<file path="src/rtl/garbage_queue_ctrl.sv">
`default_nettype none
// ============================================================================
// Module   : garbage_queue_ctrl
// Purpose  : Queues incoming garbage batches from the LAN link. Cancels them
//            against the user's line clears and forwards any surplus as an
//            outgoing attack. On a lock it releases queued rows into the
//            playfield one row per cycle and drives the pending meter.
// Revision : 1.0 - initial release
// ============================================================================
module garbage_queue_ctrl #(
  parameter int DEPTH      = 8,
  parameter int INSERT_CAP = 8,
  parameter int METER_MAX  = 20
) (
  input  logic       clk,
  input  logic       rst_l,
  input  logic       recv_valid,
  input  logic [3:0] recv_lines,
  input  logic [3:0] recv_hole,
  output logic       recv_drop,
  output logic       cmd_ready,
  input  logic       clear_valid,
  input  logic [3:0] clear_lines,
  input  logic       lock_valid,
  output logic       send_valid,
  output logic [3:0] send_lines,
  output logic       insert_row,
  output logic [3:0] insert_hole,
  output logic [6:0] pending_total,
  output logic [4:0] pending_ticks
);

  localparam int PW = $clog2(DEPTH);
  localparam int CW = PW + 1;
  localparam int IW = $clog2(INSERT_CAP + 1);

  localparam logic [CW-1:0] C_DEPTH     = CW'(DEPTH);
  localparam logic [IW-1:0] C_CAP       = IW'(INSERT_CAP);
  localparam logic [6:0]    C_METER_MAX = 7'(METER_MAX);

  typedef enum logic [1:0] {
    S_IDLE   = 2'd0,
    S_CANCEL = 2'd1,
    S_INSERT = 2'd2
  } state_t;

  state_t r_state;
  state_t w_state_next;

  logic [3:0]    r_lines_mem [DEPTH];
  logic [3:0]    r_hole_mem  [DEPTH];
  logic [PW-1:0] r_head;
  logic [PW-1:0] r_tail;
  logic [CW-1:0] r_count;
  logic [3:0]    r_rem;
  logic [IW-1:0] r_inserted;
  logic [6:0]    r_total;

  logic          w_full;
  logic          w_recv_ok;
  logic          w_enq;
  logic [3:0]    w_hole_clamp;
  logic [3:0]    w_head_lines;
  logic [3:0]    w_head_hole;
  logic          w_pop;
  logic          w_head_wr;
  logic [3:0]    w_head_wr_val;
  logic [3:0]    w_rem_next;
  logic [IW-1:0] w_ins_next;
  logic [3:0]    w_dec;
  logic [7:0]    w_total_add;
  logic [6:0]    w_total_next;

  // Fullness comes from registered state only, so a same-cycle pop never makes room.
  assign w_full       = (r_count == C_DEPTH);
  assign w_recv_ok    = recv_valid && (recv_lines != 4'd0);
  assign w_enq        = w_recv_ok && !w_full;
  assign recv_drop    = w_recv_ok && w_full;
  assign w_hole_clamp = (recv_hole > 4'd9) ? 4'd9 : recv_hole;
  assign w_head_lines = r_lines_mem[r_head];
  assign w_head_hole  = r_hole_mem[r_head];

  // Pending sum: add the accepted batch, remove cancelled/inserted lines, floor at 0.
  assign w_total_add   = {1'b0, r_total} + 8'(w_enq ? recv_lines : 4'd0);
  assign w_total_next  = (w_total_add >= 8'(w_dec)) ? 7'(w_total_add - 8'(w_dec)) : 7'd0;
  assign pending_total = r_total;
  assign pending_ticks = (r_total > C_METER_MAX) ? 5'(C_METER_MAX) : r_total[4:0];

  // Next-state and output decode for the command FSM.
  always_comb begin
    w_state_next  = r_state;
    w_pop         = 1'b0;
    w_head_wr     = 1'b0;
    w_head_wr_val = 4'd0;
    w_rem_next    = r_rem;
    w_ins_next    = r_inserted;
    w_dec         = 4'd0;
    cmd_ready     = 1'b0;
    send_valid    = 1'b0;
    send_lines    = 4'd0;
    insert_row    = 1'b0;
    insert_hole   = 4'd0;
    case (r_state)
      S_IDLE: begin
        cmd_ready = 1'b1;
        if (clear_valid) begin
          // A clear always wins over a simultaneous lock.
          if (clear_lines != 4'd0) begin
            w_rem_next   = clear_lines;
            w_state_next = S_CANCEL;
          end
        end else if (lock_valid && (r_count != '0)) begin
          w_ins_next   = '0;
          w_state_next = S_INSERT;
        end
      end
      S_CANCEL: begin
        if (r_count == '0) begin
          send_valid   = 1'b1;
          send_lines   = r_rem;
          w_rem_next   = 4'd0;
          w_state_next = S_IDLE;
        end else if (w_head_lines <= r_rem) begin
          w_pop      = 1'b1;
          w_dec      = w_head_lines;
          w_rem_next = r_rem - w_head_lines;
          if (w_head_lines == r_rem) begin
            w_state_next = S_IDLE;
          end
        end else begin
          w_head_wr     = 1'b1;
          w_head_wr_val = w_head_lines - r_rem;
          w_dec         = r_rem;
          w_rem_next    = 4'd0;
          w_state_next  = S_IDLE;
        end
      end
      S_INSERT: begin
        insert_row  = 1'b1;
        insert_hole = w_head_hole;
        w_dec       = 4'd1;
        w_ins_next  = r_inserted + IW'(1);
        if (w_head_lines <= 4'd1) begin
          w_pop = 1'b1;
        end else begin
          w_head_wr     = 1'b1;
          w_head_wr_val = w_head_lines - 4'd1;
        end
        // Stop at the per-lock cap or when the last registered entry pops.
        if ((w_ins_next == C_CAP) || (w_pop && (r_count == CW'(1)))) begin
          w_state_next = S_IDLE;
        end
      end
      default: begin
        w_state_next = S_IDLE;
      end
    endcase
  end

  // FSM state, pointers, counters and the pending sum.
  always_ff @(posedge clk or negedge rst_l) begin
    if (!rst_l) begin
      r_state    <= S_IDLE;
      r_head     <= '0;
      r_tail     <= '0;
      r_count    <= '0;
      r_rem      <= 4'd0;
      r_inserted <= '0;
      r_total    <= 7'd0;
    end else begin
      r_state    <= w_state_next;
      r_rem      <= w_rem_next;
      r_inserted <= w_ins_next;
      r_total    <= w_total_next;
      r_count    <= r_count + CW'(w_enq) - CW'(w_pop);
      if (w_enq) begin
        r_tail <= r_tail + PW'(1);
      end
      if (w_pop) begin
        r_head <= r_head + PW'(1);
      end
    end
  end

  // Batch storage: new batches land at the tail, partial consumption rewrites the head.
  always_ff @(posedge clk) begin
    if (w_enq) begin
      r_lines_mem[r_tail] <= recv_lines;
      r_hole_mem[r_tail]  <= w_hole_clamp;
    end
    if (w_head_wr) begin
      r_lines_mem[r_head] <= w_head_wr_val;
    end
  end

endmodule
`default_nettype wire
</file>
<file path="config.mk">
export PLATFORM = sky130hd
export DESIGN_NAME = garbage_queue_ctrl
export DESIGN_NICKNAME = d
export VERILOG_FILES = /design/src/rtl/garbage_queue_ctrl.sv
export SDC_FILE = /design/constraint.sdc
export NUM_CORES = 1
export LEC_CHECK = 0
export ABC_AREA = 1
export CAP_MARGIN = 20
export CORE_ASPECT_RATIO = 2
export CORE_UTILIZATION = 46
export CTS_BUF_LIST = sky130_fd_sc_hd__clkbuf_4
export CTS_CLUSTER_SIZE = 28
export DETAILED_ROUTE_END_ITERATION = 10
export PLACE_DENSITY = 0.71
export SLEW_MARGIN = 20
export SYNTH_ARGS = -nofsm -noshare
export SYNTH_HDL_FRONTEND = slang
export SYNTH_SLANG_ARGS = --single-unit
</file>
<file path="constraint.sdc">
create_clock -name clk -period 4.6 [get_ports clk]
set_input_delay 0.92 -clock clk [delete_from_list [all_inputs] [get_ports clk]]
set_output_delay 0.92 -clock clk [all_outputs]
set_load 0.05 [all_outputs]
</file>
---- Yosys cells after proc, flatten, opt, wreduce, memory -nomap -nowiden ----
Memory sizes are Yosys's and may differ from the RTL's.
Index checks and enable logic that the tools add are counted.
word-level totals
  flip-flop bits (word level) ............. 27
  bits in writable memories ............... 64
  input port bits ......................... 17
  output and inout port bits .............. 24
  logic and storage cells ................. 102
  memories kept ........................... 2
cells by class
  add/subtract/negate cells ............... 10
  magnitude comparators ................... 5
  eq/ne operators ......................... 14
  muxes and demuxes ....................... 47
  reduce and logical (&&, ||, !) cells .... 17
memories
  memory       words  width  read ports  clocked after Yosys merged registers in  wr ports  RTL line  source
  r_hole_mem   8      4      1           0                                        1         51        logic [3:0] r_hole_mem [DEPTH];
  r_lines_mem  8      4      1           0                                        2         50        logic [3:0] r_lines_mem [DEPTH];
operator list
  kind                                                                              number
  4-bit two-way mux                                                                 16
  4-bit one-hot mux with 2 select lines                                             4
  1-bit two-way mux                                                                 15
  2-bit two-way mux                                                                 7
  4-bit nonzero test                                                                3
  2-bit inequality test (second input constant)                                     5
  7-bit by 4-bit adder with 8-bit output                                            1
  4-bit == test (second input constant)                                             2
  8-bit by 4-bit >= comparator with 1-bit output                                    1
  4-bit subtractor                                                                  2
  7-bit by 5-bit greater-than comparator with 1-bit output (second input constant)  1
  7-bit two-way mux                                                                 1
  7-bit by 4-bit subtractor with 7-bit output                                       1
  3-bit by 1-bit adder with 3-bit output (second input constant)                    2
  3-bit inequality test (second input constant)                                     2
  2-bit one-hot mux with 3 select lines                                             1
  3-bit AND reduction                                                               2
  1-bit logical AND                                                                 5
  5-bit two-way mux                                                                 1
  4-bit by 1-bit adder with 4-bit output                                            1
  4-bit by 1-bit adder with 4-bit output (second input constant)                    1
  4-bit by 1-bit == test with 1-bit output (second input constant)                  1
  4-bit == test                                                                     1
  4-bit greater-than comparator (second input constant)                             1
  14 further kinds                                                                  16

---- Longest topological paths before layout ----
Gate-level depths: netlist (run 1).
An unclocked memory read counts as a cell.
  word-level depth ........................ 8
  gate-level depth with buffers ........... 27
  depth with buffers taken out ............ 25

---- Worst setup path after synthesis (run 1) ----
OpenSTA, ideal clock, no wires.
  path kind ............................... reg2reg
  from .................................... register r_head[1]
  to ...................................... register r_total[0], in the netlist pending_total[0]
  library setup time ...................... 0.130 ns
  data arrival time ....................... 3.744 ns
  required time ........................... 4.470 ns
  path slack .............................. 0.726 ns
  stages on the path, launching flop included .. 23
  path buffers ............................ 0
  clock period less this slack ............ 3.874 ns
  cell sequence ........................... dfrtp_1 > nor2_1 > nand3_1 > nand2_1 > nor2_2 > ha_1 > fa_1 > inv_1 > a21oi_1 > o21bai_1 > nand2_1 > inv_1 > nand3_1 > inv_1 > a21oi_1 > a21oi_1 > ha_1 > inv_1 > fa_1 > a31oi_1 > nand3_1 > nor2_1 > nor2_1
on the way
  longest elaborated chain between the ends .. 7
  elaborated cells between the ends (all ways) .. 8
  classes of those cells .................. 1 x add/sub; 2 x order compare; 4 x mux; 1 x memory
ends and longest elaborated chain
  what                                                                                                                  RTL line  source
  from (decl)                                                                                                           52        logic [PW-1:0] r_head;
  from (signal assigned)                                                                                                180       r_head <= r_head + PW'(1);
  memory 8 x 4 bit (*)                                                                                                  -
  4-bit <= comparator                                                                                                   123       end else if (w_head_lines <= r_rem) begin
  4-bit two-way mux (*)                                                                                                 123
  4-bit two-way mux (*)                                                                                                 118       if (r_count == '0) begin
  4-bit one-hot mux with 2 select lines (*)                                                                             103       case (r_state)
  7-bit by 4-bit subtractor with 7-bit output / 8-bit by 4-bit >= comparator with 1-bit output (equally long branches)  85        assign w_total_next = (w_total_add >= 8'(w_dec)) ? 7'(w_total_add - 8'(w_dec)) : 7'd0;
  7-bit two-way mux (*)                                                                                                 85
  named net w_total_next[0]                                                                                             72        logic [6:0] w_total_next;
  to (signal assigned)                                                                                                  174       r_total <= w_total_next;
  to (decl)                                                                                                             57        logic [6:0] r_total;
The timed path passes the listed nets; every way through them passes the cells marked *.
A chain may end at the register's enable or synchronous reset.

---- Final worst setup path (run 1) ----
  from .................................... register r_head[0]
  to ...................................... register r_total[6], in the netlist pending_total[6]
Same word-level chain as after synthesis.

==> results.py, run 1 <==
metrics = {
    "status": {
        "status": "finished clean",
    },
    "floorplan": {
        "std_cell_rows": 57,
        "die_w_um": 80.5,
        "die_area_sq_um": 12800,
        "die_h_um": 159,
        "start_util_pct": 47.1,
        "core_area_sq_um": 12100,
        "io_pins": 41,
    },
    "yosys": {
        "yosysWarnings": 0,
        "synth-main-ff-cell": "edfxtp_1",
        "ys_ff_latch": 91,
        "seq_area_frac_synth_pct": 45.8,
        "synth.area.top_cells": "edfxtp_1, dfrtp_1, nand2_1, ha_1, inv_1",
        "synth.distinct_cells": 44,
        "synth_top_area_share_pct": 33.9,
        "synthesis.nets": 710,
        "syn_area_sq_um": 5670,
        "synthTopCellsByCount": "nand2_1, inv_1, edfxtp_1",
        "syn_inst": 659,
        "synth.avg_cell_area_sq_um": 8.61,
        "synth_area_leader_cell": "edfxtp_1",
        "synth_edf_count": 64,
        "ys_async_sr_fraction_pct": 29.7,
        "yosysMostFrequentCell": "nand2_1",
    },
    "clock_network": {
        "clk_pin_slew_ps": 160,
        "clk_latency_ps": 460,
        "numCtsBuffers": 9,
        "cts_tree": "yes",
        "htreeDepth": 3,
        "cts-root-buf": "clkbuf_4",
        "clkSinkCount": 91,
        "post-cts-setup-buffers": 0,
        "cts_buffer_depth": 2,
    },
    "placed_design": {
        "place.gp.congestion": 1.01,
        "hpwl_mm": 11.4,
        "io_buffers": 40,
        "dp.cells": 845,
    },
    "min_path": {
        "hp-class": "reg2reg",
        "holdPathEnd": "r_inserted[1]",
        "hold_depth": 2,
        "min_from": "r_inserted[1]",
    },
    "route": {
        "wire_per_inst_um": 16.6,
        "vias": 4560,
        "dr.pass1.iters": 4,
        "totalWireLength_mm": 14.3,
        "ant_nets": 0,
        "dr.first_iter.drc_count": 259,
        "via_per_inst": 5.29,
        "drc": 0,
    },
    "sta": {
        "report.final.slew_viol_count": 0,
        "setup_tns_ps": 0,
        "max_freq_mhz": 234,
        "hold_viol": 0,
        "fin_crit_sh_pct": 93.1,
        "post-route-min-period_ps": 4280,
        "relSlewSlack_pct": 61.7,
        "clock-skew-final_ps": 26.8,
        "setup_violations": 0,
        "rsz0062_at_grt": "false",
        "worst_slew_pin_slew_ps": 573,
        "whs_ps": 541,
    },
    "layout": {
        "finalNonFillerCells": 862,
        "area_growth_syn_to_layout_pct": 13.7,
        "layout.nets": 760,
        "postLayoutCoreUtil_pct": 53.5,
        "nFillCells": 1143,
        "drive_above_1_share_pct": 11.5,
    },
    "critical_path": {
        "critPathLaunchType": "register",
        "path_buf_inv": 5,
        "worstPathMaxFanout": 21,
        "cp_data_required_time_ps": 4950,
        "cp.depth": 23,
        "rr_worst_depth": 23,
        "critPathKind": "reg2reg",
        "startpoint": "r_head[0]",
        "crit-reg2reg-launch": "r_head[0]",
        "endpoint_kind": "register",
        "r2r_end": "pending_total[6]",
        "cp_cell_sequence": "inv_6 -> nand2_1 -> nand3_1 -> nand2_1 -> nor2_4 -> inv_1 -> ha_1 -> inv_1 -> nor3_1 -> inv_1 -> nand2_1 -> nand3_2 -> nor2_1 -> a21oi_1 -> a21oi_1 -> ha_1 -> inv_1 -> fa_1 -> a31oi_2 -> nand2_1 -> nor2_1 -> or2_2 -> nand2_1",
        "critPathMaxStageDelay_ps": 610,
        "cpLargestDelayFamily": "simple AND/OR/NAND/NOR gates",
        "arrival_ps": 4630,
        "cp_slowest_cell": "dfrtp_4",
        "rrSetupSlack_ps": 320,
        "crit_top_cell": "nand2_1",
    },
    "global_route": {
        "grt_usage_pct": 24.2,
        "grt_max_degree": 28,
        "grt_pass1_vias": 4692,
        "antenna_found_initial": 1,
        "grt_pass1_wl_mm": 22.8,
        "grt_remaining_overflow": 0,
    },
    "power_and_ir_drop": {
        "powerDensity_nw_per_um2": 750,
        "peakVddDrop_mv": 0.384,
        "p_leak_nw": 2.90,
    },
    "flow_run": {
        "drv_cap": 0,
    },
}
[how the worst max path moves through the flow]
stage / slack [ps] / to
after floorplan: 730 / pending_total[0]
after global placement: 190 / pending_total[2]
after detailed placement: 50 / pending_total[5]
after CTS: 40 / pending_total[3]
after global routing: 30 / pending_total[3]
final: 320 / pending_total[6]
[flip-flops by register name, summed over array words and instances (netlist names), 3 cells and up]
name           flops
r_tail             3
r_lines_mem       32
r_hole_mem        32
r_count            4
r_rem              4
pending_total      7
r_inserted         4
r_head             3
[cell families after synthesis]
kind of cell | synth area share, %
compound gates | 9.06
xor+xnor | 2.78
fa+ha+maj | 8.16
buf+inv | 8.73
flops | 45.8
simple gates | 25.5
[power breakdown]
group / internal [mW] / switching, mW
sequential: 1.11 / 0.174
clock: 0.231 / 0.269
combinational: 1.01 / 2.05
total: 2.35 / 2.49
[worst reg2reg max path: cells and delay by family (launching register included)]
family / cells / cell delay (ps)
and+or+nand+nor: 12 / 1670
adders and majority gates: 3 / 940
DFF: 1 / 610
AOI/OAI and AO/OA: 3 / 500
buffers and inverters: 5 / 470
[metrics by stage]
step / instance area, sq um / setup WS (ps) / total power, mW
after floorplan: 5670 / 726 / 3.50
after global placement: 6270 / 194 / 4.20
after detailed placement: 6270 / 53.2 / 4.31
after CTS: 6430 / 40.7 / 4.81
after global routing: 6450 / 33.8 / 5.19
final: 6450 / 319 / 4.84
[layout make-up]
type / instances / area, sq um / share of cell area, %
Multi-Input combinational cell: 446 / 2600 / 40.3
Sequential cell: 91 / 2600 / 40.3
Inverter: 109 / 414 / 6.42
Clock inverter: 5 / 78.8 / 1.22
Timing Repair Buffer: 52 / 490 / 7.60
Antenna cell: 1 / 2.50 / 0.0388
Tap cell: 147 / 184 / 2.85
Clock buffer: 11 / 82.6 / 1.28
[cells in the final DEF (no fill, tap or decap), types with 2 or more instances in the layout]
cell type        instances
a21oi_1                 14
a221oi_1                 5
a31oi_1                  4
a41oi_1                  2
buf_4                   12
bufinv_16                2
clkbuf_4                11
clkdlybuf4s50_1         40
clkinv_1                 2
clkinvlp_4               2
dfrtp_1                 25
edfxtp_1                64
fa_1                     5
ha_1                    29
inv_1                   96
inv_2                   11
nand2_1                178
nand2_2                 11
nand2_8                  2
nand3_1                 30
nand3_2                  2
nand3_4                  8
nand4_1                  4
nor2_1                  52
nor2_2                   6
nor2_4                   5
nor3_1                   2
o21ai_0                 12
o21ai_1                 38
o22ai_1                  3
or2_0                    2
or2_2                    3
xnor2_1                  6
xor2_1                  12
[what timing repair did]
| item | in CTS | in global routing |
|---|---|---|
| hold buffers | 0 | 0 |
| resized for setup | 0 | 7 |
| endpoints found under the setup margin | 0 | 7 |
[routing by layer]
layer	vias up	wire, um	track usage [%]
li1	2240	-	-
met1	2106	4450	21.1
met2	142	8130	45.8
met3	72	558	3.32
met4	0	1150	19.8
met5	-	0	0
Power figures use the tool's default switching activity.
==> inputs of run 2 (changes only) <==
--- a/config.mk
+++ b/config.mk
@@ -6,7 +6,7 @@
 export NUM_CORES = 1
 export LEC_CHECK = 0
 export ABC_AREA = 1
-export CAP_MARGIN = 20
+export CAP_MARGIN = 10
 export CORE_ASPECT_RATIO = 2
 export CORE_UTILIZATION = 46
 export CTS_BUF_LIST = sky130_fd_sc_hd__clkbuf_4
==> constraint.sdc (replaced) <==
create_clock -name clk -period 4.7 [get_ports clk]
set_input_delay 0.94 -clock clk [delete_from_list [all_inputs] [get_ports clk]]
set_output_delay 0.94 -clock clk [all_outputs]
set_load 0.05 [all_outputs]
==> run 2 against run 1 <==
Register-to-register slack better by 110 ps. Via count is 0.83% higher. Sequential power hardly changed. Core utilization is 0.61 points lower. Combinational power is 4% lower. Clock-buffer cell count is 1 lower. Critical path type unchanged.
==> results.py, run 2 (same netlist as run 1, synthesis figures left out) <==
metrics = {
    "flow_run": {
        "drv_cap": 0,
    },
    "layout": {
        "design_area_sq_um": 6380,
        "layout_common_cells": "nand2_1, inv_1, edfxtp_1",
        "layout_commonest_cell": "nand2_1",
        "drive_above_1_share_pct": 10.9,
        "area_growth_syn_to_layout_pct": 12.4,
        "layout.nets": 760,
        "postLayoutCoreUtil_pct": 52.9,
    },
    "clock_network": {
        "clk_latency_ps": 450,
        "cts-root-buf": "clkbuf_4",
        "post-cts-setup-buffers": 0,
        "clkSinkCount": 91,
        "numCtsBuffers": 9,
        "htreeDepth": 3,
        "clk_pin_slew_ps": 140,
        "cts_buffer_depth": 2,
        "postCtsHoldBufs": 0,
        "cts_resized": 0,
        "cts_tree": "yes",
    },
    "min_path": {
        "min_from": "r_inserted[1]",
        "hp-class": "reg2reg",
    },
    "placed_design": {
        "place_area_sq_um": 6270,
        "io_buffers": 40,
        "hpwl_mm": 11.5,
        "place.gp.congestion": 0.959,
    },
    "sta": {
        "hold_viol": 0,
        "post-route-min-period_ps": 4270,
        "clock-skew-final_ps": 11.5,
        "setup_violations": 0,
        "rsz0062_at_grt": "false",
        "relSlewSlack_pct": 59.2,
        "setup_tns_ps": 0,
        "max_freq_mhz": 234,
        "report.final.slew_viol_count": 0,
        "worst_slew_pin_slew_ps": 609,
        "fin_crit_sh_pct": 90.8,
    },
    "floorplan": {
        "die_w_um": 80.5,
        "std_cell_rows": 57,
        "start_util_pct": 47.1,
        "die_area_sq_um": 12800,
        "io_pins": 41,
        "die_h_um": 159,
        "core_area_sq_um": 12100,
    },
    "power_and_ir_drop": {
        "powerDensity_nw_per_um2": 716,
        "p_leak_nw": 2.88,
        "peakVddDrop_mv": 0.384,
        "p_total_mw": 4.57,
    },
    "route": {
        "totalWireLength_mm": 14.2,
        "drc": 0,
        "vias": 4598,
        "dr.first_iter.drc_count": 198,
        "ant_nets": 0,
        "dr.pass1.iters": 6,
        "wire_per_inst_um": 16.5,
        "via_per_inst": 5.33,
    },
    "critical_path": {
        "critPathLaunchType": "register",
        "critPathKind": "reg2reg",
        "cpLargestDelayFamily": "simple AND/OR/NAND/NOR gates",
        "cp_slowest_cell": "dfrtp_1",
        "endpoint_kind": "register",
        "cp_data_required_time_ps": 5040,
        "arrival_ps": 4610,
        "cp_cell_sequence": "nor2_1 -> nand3_1 -> nand2_1 -> nor2_2 -> ha_1 -> fa_1 -> inv_1 -> a21oi_1 -> o21bai_1 -> nand2_1 -> inv_1 -> nand3_1 -> inv_1 -> a21oi_1 -> a21oi_1 -> ha_1 -> inv_1 -> fa_1 -> a31oi_1 -> nand3_1 -> nor2_1 -> nor2_1",
        "critPathMaxStageDelay_ps": 550,
        "worstPathMaxFanout": 7,
        "crit_top_cell": "inv_1",
        "startpoint": "r_head[1]",
        "crit-reg2reg-launch": "r_head[1]",
        "path_buf_inv": 4,
    },
    "global_route": {
        "grt_pass1_wl_mm": 22.8,
        "grt_remaining_overflow": 0,
        "antenna_found_initial": 1,
        "grt_max_degree": 28,
        "grt_usage_pct": 24.2,
        "grt_pass1_vias": 4795,
    },
    "status": {
        "status": "finished clean",
    },
}
[run 2: changes by cell type in the layout (fill, tap and decap cells not counted), moves of 2 or more]
cell / delta
bufinv_16: -2
clkinv_2: +2
inv_2: +2
nor2_1: +2
nor2_2: -2
[run 2: area by class of cell]
class | instances | area [sq um]
inverters | 109 | 414
multi-input cells | 446 | 2580
diodes | 1 | 2.50
fillers | 1122 | 5670
repair buffers | 52 | 490
clock inverters | 6 | 32.5
flip-flops and latches | 91 | 2600
well taps | 147 | 184
clock buffers | 10 | 75.1
[run 2: report_power, final]
| part | internal (mW) | total, mW | switching, mW | leakage [nW] |
|---|---|---|---|---|
| clock | 0.110 | 0.381 | 0.270 | 0.0626 |
| combinational | 0.971 | 2.94 | 1.97 | 1.91 |
| sequential | 1.08 | 1.25 | 0.168 | 0.911 |
| total | 2.16 | 4.57 | 2.41 | 2.88 |
[run 2: layer usage]
metal  global-route usage, %  up-vias  part of all wire (%)  routed length, um
li1                        -     2234                     -                  -
met2                    44.2      143                    56               8030
met3                    4.24       81                   3.7                527
met1                    21.0     2140                    31               4380
met5                       0        -                     0                  0
met4                    21.7        0                   9.1               1300
[run 2: worst min-delay path, delay by kind of cell, from the launching register on]
kind | cells | cell delay, ps
AND/OR/NAND/NOR | 2 | 120
flip-flops | 1 | 390
[run 2: worst paths after layout]
check,slack [ps],depth (start not counted),endpoint
hold reg to reg,540,2,r_inserted[1]
setup reg to reg,430,22,pending_total[4]
hold / removal,540,2,r_inserted[1]
setup / recovery,430,22,pending_total[4]
min in group asynchronous,860,2,pending_total[0]
max in group asynchronous,3540,2,r_head[0]
[run 2: per-stage QoR]
step                      cells  hold WS (ps)  setup slack, ps
after detailed placement    845           506              244
after CTS                   861           538              363
final                       862           536              432
after floorplan             659           475              826
after global routing        862           584             59.0
after global placement      845           494              361
